`src/rtl/kmp_table_builder.sv`:
```
// KMP failure-table builder: walks the stored pattern through a registered
// RAM address and fills a signed table (T[0] = -1) read combinationally by the searcher.
module kmp_table_builder #(
    parameter int PAT_MAX = 16,
    parameter int CHAR_W  = 8,
    parameter int IDX_W   = $clog2(PAT_MAX) + 2
) (
    input  logic                    clk,
    input  logic                    rst,
    input  logic                    start,
    input  logic [IDX_W-1:0]        pat_len,
    output logic [IDX_W-2:0]        pat_addr,
    input  logic [CHAR_W-1:0]       pat_data,
    input  logic [IDX_W-2:0]        t_rd_addr,
    output logic signed [IDX_W-1:0] t_rd_data,
    output logic                    busy,
    output logic                    done,
    output logic                    err,
    output logic [3:0]              actual_state
);
    localparam int AW = $clog2(PAT_MAX);

    typedef enum logic [3:0] {
        S_IDLE    = 4'd0,
        S_INIT    = 4'd1,
        S_RD_POS  = 4'd2,
        S_LAT_POS = 4'd3,
        S_CMP1    = 4'd4,
        S_FAIL    = 4'd5,
        S_RD_CND  = 4'd6,
        S_CMP2    = 4'd7,
        S_ADV     = 4'd8,
        S_DONE    = 4'd9
    } state_t;

    state_t                   state_q, state_d;
    logic [IDX_W-1:0]         pos_q, pos_d;
    logic signed [IDX_W-1:0]  cnd_q, cnd_d;
    logic [CHAR_W-1:0]        ppos_q, ppos_d;
    logic [IDX_W-1:0]         len_q, len_d;
    logic [IDX_W-2:0]         pat_addr_q, pat_addr_d;
    logic                     done_q, done_d;
    logic                     err_q, err_d;
    logic signed [IDX_W-1:0]  tab_q [PAT_MAX];
    logic signed [IDX_W-1:0]  tab_d [PAT_MAX];

    logic signed [IDX_W-1:0]  t_cnd;
    logic [IDX_W-1:0]         pos_next;
    logic                     match;
    logic                     len_bad;

    always_ff @(posedge clk or posedge rst) begin
        if (rst) begin
            state_q    <= S_IDLE;
            pos_q      <= '0;
            cnd_q      <= '0;
            ppos_q     <= '0;
            len_q      <= '0;
            pat_addr_q <= '0;
            done_q     <= 1'b0;
            err_q      <= 1'b0;
            for (int i = 0; i < PAT_MAX; i++) tab_q[i] <= '0;
        end else begin
            state_q    <= state_d;
            pos_q      <= pos_d;
            cnd_q      <= cnd_d;
            ppos_q     <= ppos_d;
            len_q      <= len_d;
            pat_addr_q <= pat_addr_d;
            done_q     <= done_d;
            err_q      <= err_d;
            for (int i = 0; i < PAT_MAX; i++) tab_q[i] <= tab_d[i];
        end
    end

    // cnd is non-negative whenever it indexes the table or drives the address.
    assign t_cnd    = tab_q[cnd_q[AW-1:0]];
    assign pos_next = pos_q + IDX_W'(1);
    assign match    = (ppos_q == pat_data);
    assign len_bad  = (len_q == '0) || (len_q > IDX_W'(PAT_MAX));

    always_comb begin
        state_d    = state_q;
        pos_d      = pos_q;
        cnd_d      = cnd_q;
        ppos_d     = ppos_q;
        len_d      = len_q;
        pat_addr_d = pat_addr_q;
        err_d      = err_q;
        done_d     = (state_q == S_DONE);
        for (int i = 0; i < PAT_MAX; i++) tab_d[i] = tab_q[i];

        case (state_q)
            S_IDLE: begin
                if (start) begin
                    len_d   = pat_len;
                    err_d   = 1'b0;
                    state_d = S_INIT;
                end
            end
            S_INIT: begin
                if (len_bad) begin
                    err_d   = 1'b1;
                    state_d = S_DONE;
                end else begin
                    tab_d[0] = '1;
                    pos_d    = IDX_W'(1);
                    cnd_d    = '0;
                    state_d  = (len_q == IDX_W'(1)) ? S_DONE : S_RD_POS;
                end
            end
            S_RD_POS: begin
                pat_addr_d = pos_q[IDX_W-2:0];
                state_d    = S_LAT_POS;
            end
            S_LAT_POS: begin
                ppos_d     = pat_data;
                pat_addr_d = cnd_q[IDX_W-2:0];
                state_d    = S_CMP1;
            end
            S_CMP1: begin
                tab_d[pos_q[AW-1:0]] = match ? t_cnd : cnd_q;
                state_d              = match ? S_ADV : S_FAIL;
            end
            S_FAIL: begin
                cnd_d   = t_cnd;
                state_d = t_cnd[IDX_W-1] ? S_ADV : S_RD_CND;
            end
            S_RD_CND: begin
                pat_addr_d = cnd_q[IDX_W-2:0];
                state_d    = S_CMP2;
            end
            S_CMP2: begin
                state_d = match ? S_ADV : S_FAIL;
            end
            S_ADV: begin
                pos_d   = pos_next;
                cnd_d   = cnd_q + IDX_W'(1);
                state_d = (pos_next == len_q) ? S_DONE : S_RD_POS;
            end
            S_DONE: begin
                state_d = S_IDLE;
            end
            default: begin
                state_d = S_IDLE;
            end
        endcase
    end

    always_comb begin
        t_rd_data = '0;
        if (t_rd_addr < (IDX_W-1)'(PAT_MAX)) t_rd_data = tab_q[t_rd_addr[AW-1:0]];
    end

    assign pat_addr     = pat_addr_q;
    assign busy         = (state_q != S_IDLE);
    assign done         = done_q;
    assign err          = err_q;
    assign actual_state = state_q;
endmodule

```
`config.mk`:
```
export PLATFORM = sky130hd
export DESIGN_NAME = kmp_table_builder
export DESIGN_NICKNAME = d
export VERILOG_FILES = /design/src/rtl/kmp_table_builder.sv
export SDC_FILE = /design/constraint.sdc
export NUM_CORES = 1
export LEC_CHECK = 0
export CAP_MARGIN = 20
export CORE_UTILIZATION = 60
export DETAILED_ROUTE_END_ITERATION = 8
export DONT_BUFFER_PORTS = 1
export MAX_ROUTING_LAYER = met4
export PLACE_DENSITY = 0.87
export SYNTH_ARGS = -nofsm -noshare
export SYNTH_HDL_FRONTEND = slang
export SYNTH_SLANG_ARGS = --single-unit
```
`constraint.sdc`:
```
create_clock -name clk -period 5.05 [get_ports clk]
set_input_delay 1.01 -clock clk [delete_from_list [all_inputs] [get_ports clk]]
set_output_delay 1.01 -clock clk [all_outputs]
set_load 0.01 [all_outputs]
```
Word-level counts from Yosys, hierarchy flattened. Index checks and enable logic that the tools add are counted. Widths: inputs -> output; s select.

Register bits: 133. Input port bits: 22. Word-level logic and storage cells: 95.

Add/sub/neg operators: 2. Mux-type cells: 28. Eq/ne operators: 15. Bitwise operators: 3. Order comparisons: 6. Reduce and logical (&&, ||, !) cells: 17.

Operators by type and width (number): $bwmux 96 (1); $mux 6 (10); $bmux 6 s4 (2); $pmux 4 s8 (1); $demux 6 s4 (1); $mux 4 (6); $pmux 6 s2 (2); $pmux 6 s3 (1); $eq 4x3->1 const B (4); $ge 5x5->1 const B (3); $not 4->5 (3); $pmux 5 s2 (1); $eq 4x2->1 const B (2); $eq 4x4->1 const B (2); $eq 8x8->1 (1); $reduce_and 2->1 (4); $reduce_bool 2->1 (4); $add 6x1->6 const B (1); $add 6x2->6 const B (1); $eq 6x1->1 const B (1); $eq 6x6->1 (1); $gt 6x5->1 const B (1); $logic_not 6->1 (1); $ne 2x2->1 const B (3); other kinds (12) (14).

Longest topological paths before layout.
Depth after elaboration: 7. Depth in mapped cells: 9. Gate-level depth less buffers: 6.

Worst setup path before layout. Ideal clock, no wire load.

Path kind: in2out. From: input port t_rd_addr[0]. To: output port t_rd_data[1]. Buffers on the path: 2. Cell stages on the path: 5. Arrival: 2.758 ns. Slack: 1.282 ns. Path through: clkbuf_1 > buf_2 > mux4_2 > mux4_2 > nor2b_1.

Cells in the longest elaborated chain, start to end: 5.

Ends and longest elaborated chain: start: declaration (RTL line 14) `input logic [IDX_W-2:0] t_rd_addr,`; $not 4->5 (not written as such) (RTL line 152) `if (t_rd_addr < (IDX_W-1)'(PAT_MAX)) t_rd_data = tab_q[t_rd_addr[AW-1:0]];`; $bmux 6 s4 (RTL line 152); $mux 6 (not written as such) (2 in a row) (RTL line 152); $mux 6 (*) (RTL line 152); end: declaration (RTL line 15) `output logic signed [IDX_W-1:0] t_rd_data,`.

Every way passes the cells marked *; elsewhere a longest branch is shown, timed or not. The select of a mux whose other input is x is not followed.

Final worst setup path.
From: input port t_rd_addr[0]. To: output port t_rd_data[5].

Same word-level chain as after synthesis.

==> flow_metrics.py <==
metrics = {
    "critical_path": {
        "arrival_ns": 2.19,
        "worstSetupPathType": "primary input to output port",
        "slowest_stage": "mux4_2",
        "critPathRequiredTime_ns": 4.04,
        "cpMostUsedCell": "mux4_2",
        "slowest_delay_ns": 0.51,
        "path_cells": "mux4_2 > mux4_2 > nor2b_1",
        "end_kind": "output port",
        "startpoint_type": "primary input",
        "cp_max_fo": 24,
    },
    "logic_synthesis": {
        "netlist_area_um2": 7375,
        "synth_area_leaders": "dfrtp_1 (45%), mux4_2 (13%), a21oi_1 (4.3%)",
        "synth.most_common_cell": "dfrtp_1",
        "ys_ff_latch": 133,
        "syn_avg_cell_area_um2": 10.97,
        "synthCells": 672,
        "ys_async_sr_fraction_pct": 100.0,
        "syn_nets": 699,
        "ys.flop_type": "dfrtp_1",
        "synth_cell_types": 57,
        "synth_edf_count": 0,
        "synth_largest_area_cell": "dfrtp_1",
        "yosysWarnings": 0,
        "yosys.area.top_type_share_pct": 45.13,
        "ys_seq_area_share_pct": 45.13,
        "synth_common_cells": "dfrtp_1 (133), nand2_1 (84), nor2_1 (75), a21oi_1 (64), o21ai_0 (52)",
    },
    "sta": {
        "fmax_ghz": 0.3127,
        "layout_setup_ws_ns": 1.852,
        "slew_violations": 0,
        "hold_violations": 0,
        "min_period_ns": 3.198,
        "relSlewSlack_pct": 34.76,
        "finalSetupViolCount": 0,
        "worst_slew_pin_slew_ns": 0.9785,
        "post-route-period-util_pct": 63.32,
        "skew_ns": 0.005835,
        "rsz0062_at_grt": "false",
        "final.setup.tns_ns": 0,
    },
    "routing": {
        "wl_per_cell_um": 21.66,
        "drt_iter0_drc": 694,
        "drcViolationCount": 0,
        "dr.pass1.iters": 6,
        "postRouteAntennaNets": 0,
        "routed_wirelength_mm": 17.72,
        "vias_per_cell": 6.859,
        "via_count": 5611,
    },
    "final_layout": {
        "stdcell_area_um2": 8025,
        "drive_above_1_share_pct": 16.54,
        "syn2layout_area_growth_pct": 8.823,
        "diodes": 0,
        "nets": 686,
    },
    "floorplanning": {
        "dieArea_um2": 12740,
        "die_w_um": 112.9,
        "fp.dieH_um": 112.9,
        "core-area_um2": 12010,
        "start_util_pct": 61.40,
        "boundaryPins": 40,
        "rows": 40,
    },
    "run": {
        "drv_cap": 0,
    },
    "placement": {
        "dpl.hpwl_mm": 12.02,
        "port_buffers": 0,
        "dp_slack_ns": 1.747,
        "gp_congestion": 0.9133,
        "placed_area_um2": 7383,
    },
    "power_and_ir_drop": {
        "p_leak_nw": 3.078,
        "vdd_drop_max_mv": 0.3052,
        "power_w": 0.004407,
        "power_density_nw_per_um2": 549.2,
    },
    "clock_tree": {
        "clk_path_buf_depth": 2,
        "cts_buffers": 17,
        "postCtsHoldBufs": 0,
        "cts_max_level": 4,
        "insertion_delay_ns": 0.42,
        "clock_sinks": 133,
        "path_clk_slew_ns": 0.05,
        "cts_resized": 0,
        "clockRootBuffer": "clkbuf_16",
        "postCtsSetupBuffers": 0,
        "cts_tree": "built",
    },
    "grt": {
        "grt_pass1_wl_mm": 28.66,
        "grt_usage_pct": 30.83,
        "first_global_vias": 5545,
        "grt_start_max_net_pins": 56,
        "grt.overflow.total": 0,
        "grt_antenna_before_repair": 0,
    },
    "worst_hold_path": {
        "min_path_type": "primary input to asynchronous set/reset pin",
    },
    "run_status": {
        "status": "finished clean",
    },
}
## cell type report
class	instances	area (um^2)
inverter	8	32.53
timing repair buffer	6	45.04
clock buffer	22	494.2
tap	147	183.9
multi-input combinational	493	3794
clock inverter	9	147.6
fill	825	3986
sequential	133	3328
## power breakdown
part / total (W) / switching, W / internal (W)
Clock: 0.00133 / 0.000443 / 0.000885
Combinational: 0.00134 / 0.000687 / 0.000652
Sequential: 0.00174 / 0.000418 / 0.00132
## sequential cells by signal, indices dropped and copies added (netlist names), 4 cells and up
name / count
actual_state: 4
ppos_q: 8
tab_q: 96
len_q: 6
cnd_q: 6
pos_q: 6
pat_addr: 5
## kinds of logic after synthesis
family,share of synthesized area [%]
compound gates,12.10
xor+xnor,2.494
fa+ha+maj,0.8483
buf+inv,3.427
flops,45.13
mux,22.31
simple gates,13.69
## metal layers
metal  share of wire [%]  GRT usage [%]  vias to the layer above
met1                  39          38.68                     2802
met3                 9.3          9.266                       46
met2                  50          48.11                      335
met5                   0              -                        -
met4                 2.3          10.79                        0
li1                    -              -                     2428
## cells in the final DEF (no fill, tap or decap), types with 11 or more instances in the layout
cell type and n:
mux2_2 18, nor3_1 14, dfrtp_1 133, mux4_1 11, mux4_2 42, a21oi_1 64
xor2_1 14, mux2i_1 17, nor2b_1 14, nand2_1 84, o21ai_0 52, nor2_1 75
clkbuf_16 17
## worst max-delay path, delay by kind of cell
kind | cells | cell delay (ns)
muxes | 2 | 0.99
and+or+nand+nor | 1 | 0.19
## worst paths after layout
| check | start | end | slack [ns] | depth (start not counted) |
|---|---|---|---|---|
| max in group asynchronous | rst | tab_q[0] | 3.46 | 2 |
| setup reg to reg | cnd_q[1] | tab_q[73] | 1.94 | 5 |
| hold reg to reg | tab_q[14] | tab_q[14] | 0.50 | 2 |
| setup / recovery | t_rd_addr[0] | t_rd_data[5] | 1.85 | 3 |
| min in group clk | tab_q[14] | tab_q[14] | 0.50 | 2 |
| hold / removal | rst | ppos_q[3] | 0.50 | 1 |
## per-stage QoR
step / hold WS [ns] / instances / util [%]
2_1_floorplan: 0.4579 / 672 / -
3_3_place_gp: 0.4813 / 787 / 61.47
3_5_place_dp: 0.4843 / 787 / 61.47
4_1_cts: 0.4966 / 818 / 66.81
5_1_grt: 0.5273 / 818 / 66.81
6_report: 0.4959 / 818 / 66.81
(Power assumes the default switching activity.)
